File: config.mk
export PLATFORM = sky130hd
export DESIGN_NAME = multi_clk_divider
export DESIGN_NICKNAME = d
export VERILOG_FILES = /design/src/rtl/multi_clk_divider.sv
export SDC_FILE = /design/constraint.sdc
export NUM_CORES = 1
export LEC_CHECK = 0
export CAP_MARGIN = 20
export CELL_PAD_IN_SITES_DETAIL_PLACEMENT = 1
export CELL_PAD_IN_SITES_GLOBAL_PLACEMENT = 1
export CORE_ASPECT_RATIO = 1.4
export CORE_UTILIZATION = 39
export DETAILED_ROUTE_END_ITERATION = 8
export GPL_TIMING_DRIVEN = 0
export PLACE_DENSITY_LB_ADDON = 0.1
export SYNTH_ARGS = -nofsm -noshare
export SYNTH_HDL_FRONTEND = slang
export SYNTH_SLANG_ARGS = --single-unit
File: constraint.sdc
create_clock -name clk_in -period 9.1 [get_ports clk_in]
set_input_delay 1.82 -clock clk_in [delete_from_list [all_inputs] [get_ports clk_in]]
set_output_delay 1.82 -clock clk_in [all_outputs]
set_load 0.1 [all_outputs]
File: src/rtl/multi_clk_divider.sv
// Multi-channel 50%-duty clock divider with per-channel enable and
// glitch-free runtime reload of each channel's divide value.
module multi_clk_divider #(
  parameter int CHANNELS    = 2,
  parameter int CNT_W       = 32,
  parameter int DEFAULT_DIV = 4999,
  parameter int CH_W        = 4
) (
  input  logic                clk_in,
  input  logic                rst,
  input  logic [CHANNELS-1:0] en,
  input  logic                load_valid,
  input  logic [CH_W-1:0]     load_ch,
  input  logic [CNT_W-1:0]    load_value,
  output logic                load_ready,
  output logic [CHANNELS-1:0] div_clk,
  output logic [CHANNELS-1:0] tick
);

  localparam logic [CNT_W-1:0] DIV_RST = CNT_W'(DEFAULT_DIV);

  logic [CNT_W-1:0]    cnt         [CHANNELS];
  logic [CNT_W-1:0]    active_div  [CHANNELS];
  logic [CNT_W-1:0]    pending_div [CHANNELS];
  logic [CHANNELS-1:0] pending;
  logic [CHANNELS-1:0] sel;
  logic [CHANNELS-1:0] terminal;
  logic [CHANNELS-1:0] apply;
  logic                accept;

  // Out-of-range channels leave sel clear, so they are accepted and dropped.
  always_comb begin
    sel        = '0;
    load_ready = 1'b1;
    for (int i = 0; i < CHANNELS; i++) begin
      if (32'(load_ch) == i) begin
        sel[i]     = 1'b1;
        load_ready = ~pending[i];
      end
    end
  end

  assign accept = load_valid & load_ready;

  always_comb begin
    terminal = '0;
    apply    = '0;
    for (int i = 0; i < CHANNELS; i++) begin
      terminal[i] = (cnt[i] == active_div[i]);
      apply[i]    = pending[i] & (~en[i] | terminal[i]);
    end
  end

  always_ff @(posedge clk_in or posedge rst) begin
    if (rst) begin
      for (int i = 0; i < CHANNELS; i++) begin
        cnt[i]         <= '0;
        active_div[i]  <= DIV_RST;
        pending_div[i] <= '0;
      end
      pending <= '0;
      div_clk <= '0;
      tick    <= '0;
    end else begin
      for (int i = 0; i < CHANNELS; i++) begin
        if (!en[i]) begin
          cnt[i]     <= '0;
          div_clk[i] <= 1'b0;
          tick[i]    <= 1'b0;
        end else if (terminal[i]) begin
          cnt[i]     <= '0;
          div_clk[i] <= ~div_clk[i];
          tick[i]    <= ~div_clk[i];
        end else begin
          cnt[i]     <= cnt[i] + CNT_W'(1);
          tick[i]    <= 1'b0;
        end

        // A channel never accepts while pending, so apply and accept
        // cannot collide on the same channel.
        if (apply[i]) begin
          active_div[i] <= pending_div[i];
          pending[i]    <= 1'b0;
        end
        if (accept && sel[i]) begin
          pending_div[i] <= load_value;
          pending[i]     <= 1'b1;
        end
      end
    end
  end

endmodule
# Word-level counts from Yosys, hierarchy flattened
# Cells that the tools add are included.
[word_totals] ff_bits=198
[classes] n_addsub=2 n_eq_ne=5 muxes=20 bitwise=11 reduce_logical=5
[op_table] operator="two-way mux 32 bit" count=4
[op_table] operator="adder 32 x 1 -> 32 bit, second input constant" count=2
[op_table] operator="equality test 32 bit" count=2
[op_table] operator="two-way mux 1 bit" count=16
[op_table] operator="NOT 1 bit" count=6
[op_table] operator="equality test 4 x 1 -> 1 bit, second input constant" count=1
[op_table] operator="logical NOT 4 bit" count=1
[op_table] operator="!= test 2 x 1 -> 1 bit, second input constant" count=2
[op_table] operator="nonzero test 2 bit" count=2
[op_table] operator="bitwise AND 1 bit" count=3
[op_table] operator="logical AND 1 bit" count=2
[op_table] operator="bitwise OR 1 bit" count=2

# Logic depth before layout (Yosys ltp)
# Gate-level depths: netlist of run 1.
[logic_depth] depth_word=6 depth_mapped=7 mapped_depth_nobuf=6

# Least setup slack after synthesis of run 1
# No wires, ideal clock.
[synth_timing] path_kind="input port to output port" startpoint="input load_ch[1]" endpoint="output load_ready" arrival_ns=2.683 t_required_ns=7.280 slack_ns=4.597 cell_stages=2 n_path_buf=0 path_cell_list="nor3_1 > nand2_1"
[synth_via] elab_chain_cells=3 elab_cells_between_ends=4 classes_between="eq/ne: 1; mux: 2; reduce/logical: 1"
[synth_lines] element="start: declaration" line="13" source="input logic [CH_W-1:0] load_ch,"
[synth_lines] element="logical NOT 4 bit" line="36" source="if (32'(load_ch) == i) begin"
[synth_lines] element="two-way mux 1 bit" line="36"
[synth_lines] element="two-way mux 1 bit (*)" line="36"
[synth_lines] element="end: declaration" line="15" source="output logic load_ready,"
# Every way passes the cells marked *; elsewhere a longest branch is shown, timed or not.

# Worst setup path after layout of run 1
# Same ends and word-level chain as after synthesis.

==> results.yml, run 1 <==
global_routing:
  track_usage_pct: 21.60
  overflow: 0
  use_met1_pct: 25.37
  use_met3_pct: 3.030
  grt_max_degree: 118
  antenna_found_initial: 0
  busiest_layer: "met2"
  grt_pass1_vias: 7677
  grt_first_pass_wirelength_mm: 42.79
  grt_use_met2_pct: 39.42
power_and_ir_drop:
  finalPower_mw: 2.036
  power_density_nw_per_um2: 179.0
  leakage_nw: 4.450
  irDropWorstVdd_v: 0.0001185
critical_path:
  cp.arrival_ps: 3720
  r2r_cells: 6
  endpoint_kind: "output pin"
  critPathRequiredTime_ps: 7280
  start_kind: "input pin"
  path_class: "input pin to output pin"
  path_max_fanout: 3
timing:
  worst_pin_slew_ps: 980.3
  rsz0062_at_grt: "no"
  setup_tns_ps: 0
  slew_headroom_pct: 34.44
  setup_viol: 0
  period_needed_ps: 5538
  period_share_pct: 60.86
  fmax_ghz: 0.1806
  skew_ps: 13.27
  drv_slew: 0
  finalHoldViolCount: 0
place:
  dpl.hpwl_mm: 18.93
  port_buffers: 43
  gp_congestion: 0.8175
clock_tree:
  numCtsBuffers: 17
  ctsResizeCount: 0
  hold_buffers: 0
  cts_setup_buffers: 0
  clk_path_buf_depth: 2
  clkTransAtPathRegs_ps: 70
  cts-htree-levels: 4
  cts_tree: "done"
  clock_latency_ps: 450
  root_buffer: "clkbuf_16"
  clock-sinks: 198
routing:
  drt_iter0_drc: 246
  wire_per_inst_um: 19.28
  first_pass_iters: 4
  drc_errors: 0
  viasPerCell: 5.277
  ant_nets: 0
  routed_wl_mm: 25.49
  dr_total_vias: 6976
finish:
  final_nets: 1037
  diodes: 0
  fillers: 2752
  layout-drive-gt1-share_pct: 17.68
  area_growth_pct: 14.93
die:
  initial_core_util_pct: 39.96
  core_sq_um: 24760
  ios: 46
  dieArea_sq_um: 26020
  die_width_um: 136.6
  row_count: 68
  die_h_um: 190.5
synth:
  avgSynthCellArea_sq_um: 10.63
  synth_cells: 931
  synth_largest_area_cell: "dfrtp_1"
  yosysTopAreaCellShare_pct: 46.54
  yosysWarnings: 0
  synth_cell_types: 41
  seq_area_frac_synth_pct: 50.25
  synthesis.nets: 974
  yosys_register_bits: 198
  synth_area_sq_um: 9894
  synthTopCellsByArea: "dfrtp_1 (47%), o211ai_1 (7.4%), mux2_2 (7.3%), xor2_1 (6.9%), nand2_1 (5.5%)"
job:
  maxCapViolations: 0
worst_hold_path:
  holdPathStages: 1
  holdCritPathClass: "flip-flop to flip-flop"
run_status:
  status: "completed"
## through the flow
stage	instances	hold slack (ps)	setup slack (ps)	util, %	area (sq um)
after floorplan	931	479.3	1906	-	9894
after global placement	1289	488.9	-1322	43.29	10720
after detailed placement	1290	493.2	3560	43.44	10750
after CTS	1322	510.9	3560	45.93	11370
after global routing	1322	518.4	3471	45.93	11370
final	1322	507.1	3562	45.93	11370
## area by class of cell
| class | count | area [sq um] | area share (%) |
|---|---|---|---|
| clock inverters | 15 | 192.7 | 1.694 |
| inverters | 13 | 56.30 | 0.4951 |
| repair buffers | 44 | 457.9 | 4.027 |
| well taps | 315 | 394.1 | 3.466 |
| multi-input cells | 657 | 4566 | 40.15 |
| plain buffers | 63 | 307.8 | 2.707 |
| clock buffers | 17 | 425.4 | 3.741 |
| flip-flops and latches | 198 | 4972 | 43.72 |
## state kept, by name, indices dropped and copies added (netlist names)
signal,cells
pending_div,64
pending,2
cnt,64
tick,2
div_clk,2
active_div,64
## cells in the mapped netlist, drive strengths merged
library cell,count
a21boi,2
a21oi,1
xnor2,45
or3,4
clkbuf,41
nor4,32
dfstp,14
nand3,22
xor2,78
nand2,146
inv,11
nand2b,1
or4,2
and3,6
and2,4
or2,1
mux2,64
and4,5
clkinv,2
o211ai,128
and3b,1
nor4b,2
o21a,2
buf,22
nand4,13
ha,2
o21ai,7
nor3,12
nor2,73
dfrtp,184
o31ai,1
nor3b,3
## final timing paths
| kind | end | startpoint | slack, ps |
|---|---|---|---|
| max reg2reg | cnt[57] | active_div[36] | 6160 |
| max | load_ready | load_ch[1] | 3560 |
| min in group asynchronous | cnt[7] | rst | 1860 |
| min | pending_div[19] | pending_div[19] | 510 |
| max in group asynchronous | active_div[62] | rst | 6190 |
| min reg2reg | pending_div[19] | pending_div[19] | 510 |
## power breakdown
part | switching, mW | internal [mW]
Combinational | 0.100 | 0.102
Sequential | 0.0536 | 0.965
Clock | 0.374 | 0.441
## worst max-delay path: stages
cell and delay (ps):
clkdlybuf4s50_1 400, nor3_1 390, nand2_1 110, clkdlybuf4s50_1 990
## cell families (layout without fill, tap and decap cells)
kind of cell | Yosys count | count (layout) | share of synthesized area, %
multiplexers | 64 | 64 | 7.284
flip-flops | 198 | 198 | 50.25
AO/OA/AOI/OAI | 141 | 141 | 12.03
AND/OR/NAND/NOR | 327 | 327 | 15.69
buffers and inverters | 76 | 152 | 3.604
XOR/XNOR | 123 | 123 | 10.89
adder cells (fa/ha/maj) | 2 | 2 | 0.2529
## placed cells by master, fill, tap and decap left out, types with 2 or more instances in the layout
cell and count:
dfrtp_1 184, nand2_1 146, o211ai_1 98, xor2_1 78, nor2_1 73, mux2_2 64
xnor2_1 45, clkdlybuf4s50_1 43, clkbuf_1 41, o211ai_2 30, nor4_1 24, nand3_1 21
clkbuf_16 17, buf_2 15, dfstp_2 14, nor3_1 12, nand4_1 11, inv_1 10
nor4_2 8, buf_6 7, and3_1 6, and4_1 5, o21ai_0 5, inv_6 5
or3_1 4, and2_1 4, clkinv_4 4, nor3b_1 3, bufinv_16 3, nand4_2 2
clkinv_1 2, o21ai_1 2, nor4b_1 2, inv_8 2, ha_1 2
## routing by layer
metal / vias up / routed length [um] / share of wire [%]
met5: - / 0 / 0
met2: 53 / 13690 / 54
met3: 34 / 384 / 1.5
met1: 3499 / 10800 / 42
li1: 3390 / - / -
met4: 0 / 614 / 2.4
(Power assumes the default switching activity.)
==> run 2, diff against run 1 <==
clock period = 4.7 ns   (was 9.1 ns; I/O delays follow)
==> results.yml, run 2 (synthesized netlist as in run 1, its figures left out) <==
timing:
  slew_headroom_pct: 34.24
  period_share_pct: 79.53
  setup_viol: 0
  worst_pin_slew_ps: 983.3
  fmax_ghz: 0.2675
  skew_ps: 10.21
  whs_ps: 505.6
  finalHoldViolCount: 0
  period_needed_ps: 3738
  drv_slew: 0
  rsz0062_at_grt: "no"
routing:
  drt_iter0_drc: 247
  dr_total_vias: 6950
  drc_errors: 0
  routed_wl_mm: 25.14
  first_pass_iters: 5
  viasPerCell: 5.241
  wire_per_inst_um: 18.96
  ant_nets: 0
clock_tree:
  root_buffer: "clkbuf_16"
  clock-sinks: 198
  numCtsBuffers: 17
  clkTransAtPathRegs_ps: 70
  hold_buffers: 0
  cts_setup_buffers: 0
  clk_path_buf_depth: 2
  ctsResizeCount: 0
  cts_tree: "done"
  cts-htree-levels: 4
  clock_latency_ps: 440
finish:
  final_cell_mix: "dfrtp_1 (184), nand2_1 (146), o211ai_1 (98)"
  final_nets: 1041
  area_growth_pct: 15.40
  final_core_util_pct: 46.12
  final_cell_area_sq_um: 11420
  fillers: 2717
  layout-drive-gt1-share_pct: 17.61
  reg_top3: "active_div x64, cnt x64, pending_div x64"
  layout_commonest_cell: "dfrtp_1"
  diodes: 0
die:
  dieArea_sq_um: 26020
  row_count: 68
  ios: 46
  die_h_um: 190.5
  initial_core_util_pct: 39.96
  core_sq_um: 24760
  die_width_um: 136.6
critical_path:
  endpoint_kind: "output pin"
  r2r_cells: 7
  reg2reg_to: "cnt[56]"
  path_class: "input pin to output pin"
  r2r-start: "cnt[52]"
  path_max_fanout: 4
  rrSetupSlack_ps: 1960
  cp.arrival_ps: 2800
  critPathRequiredTime_ps: 3760
  start_kind: "input pin"
place:
  port_buffers: 43
  dpl.hpwl_mm: 19.31
  gp_congestion: 0.8163
  post_dp_cell_area_sq_um: 10820
global_routing:
  track_usage_pct: 21.20
  grt_first_pass_wirelength_mm: 41.92
  grt_pass1_vias: 7428
  overflow: 0
  antenna_found_initial: 0
  grt_max_degree: 41
worst_hold_path:
  hold_path_startpoint: "pending_div[8]"
  holdPathStages: 1
  hold_end: "pending_div[8]"
  holdCritPathClass: "flip-flop to flip-flop"
job:
  maxCapViolations: 0
power_and_ir_drop:
  leakage_nw: 4.461
  irDropWorstVdd_v: 0.0002432
  power_density_nw_per_um2: 340.4
run_status:
  status: "completed"
==> run 2: cell types whose count changed in the layout (fill, tap and decap cells not counted), sizes merged <==
| cell | before | now |
|---|---|---|
| buf | 23 | 27 |
| clkbuf | 58 | 64 |
| clkinv | 7 | 5 |
| clkinvlp | 1 | 4 |
| inv | 17 | 10 |
==> run 2: worst max-delay path by stage <==
stage	depth (start not counted)	endpoint	from
floorplan	1	active_div[10]	rst
global placement	2	cnt[55]	rst
detailed placement	4	load_ready	load_ch[1]
CTS	5	load_ready	pending[0]
global route	5	load_ready	pending[0]
finish	5	load_ready	load_ch[0]
==> run 2: through the flow <==
step / cells / TNS [ps] / worst slack, ps / power (mW)
floorplan: 931 / 0 / 1211 / 2.256
global placement: 1289 / -124650 / -706.0 / 2.382
detailed placement: 1294 / 0 / 949.2 / 2.407
CTS: 1326 / 0 / 899.2 / 3.944
global route: 1326 / 0 / 868.3 / 4.075
finish: 1326 / 0 / 962.1 / 3.887
==> run 2: area by class of cell <==
class	count	area (sq um)	share of cell area, %
multi-input combinational	657	4566	39.98
clock inverter	9	127.6	1.118
tap	315	394.1	3.452
clock buffer	23	467.9	4.098
sequential	198	4972	43.55
inverter	13	52.55	0.4602
buffer	63	307.8	2.696
timing repair buffer	48	530.5	4.646
==> run 2: per-layer routing <==
metal | wire length, um | track usage (%)
met5 | 0 | 0
met2 | 13590 | 38.38
met3 | 369 | 3.030
met4 | 484 | 6.538
met1 | 10700 | 25.53
==> run 2: worst max-delay path, stage by stage <==
cell and delay (ps):
clkdlybuf4s50_1 470, nand2_1 100, o21ai_0 80, nand2_1 70, clkdlybuf4s50_1 1140
==> run 2: power breakdown <==
group | switching, mW | internal [mW]
Combinational | 0.192 | 0.202
Clock | 0.656 | 0.865
Sequential | 0.103 | 1.87
Total | 0.950 | 2.94
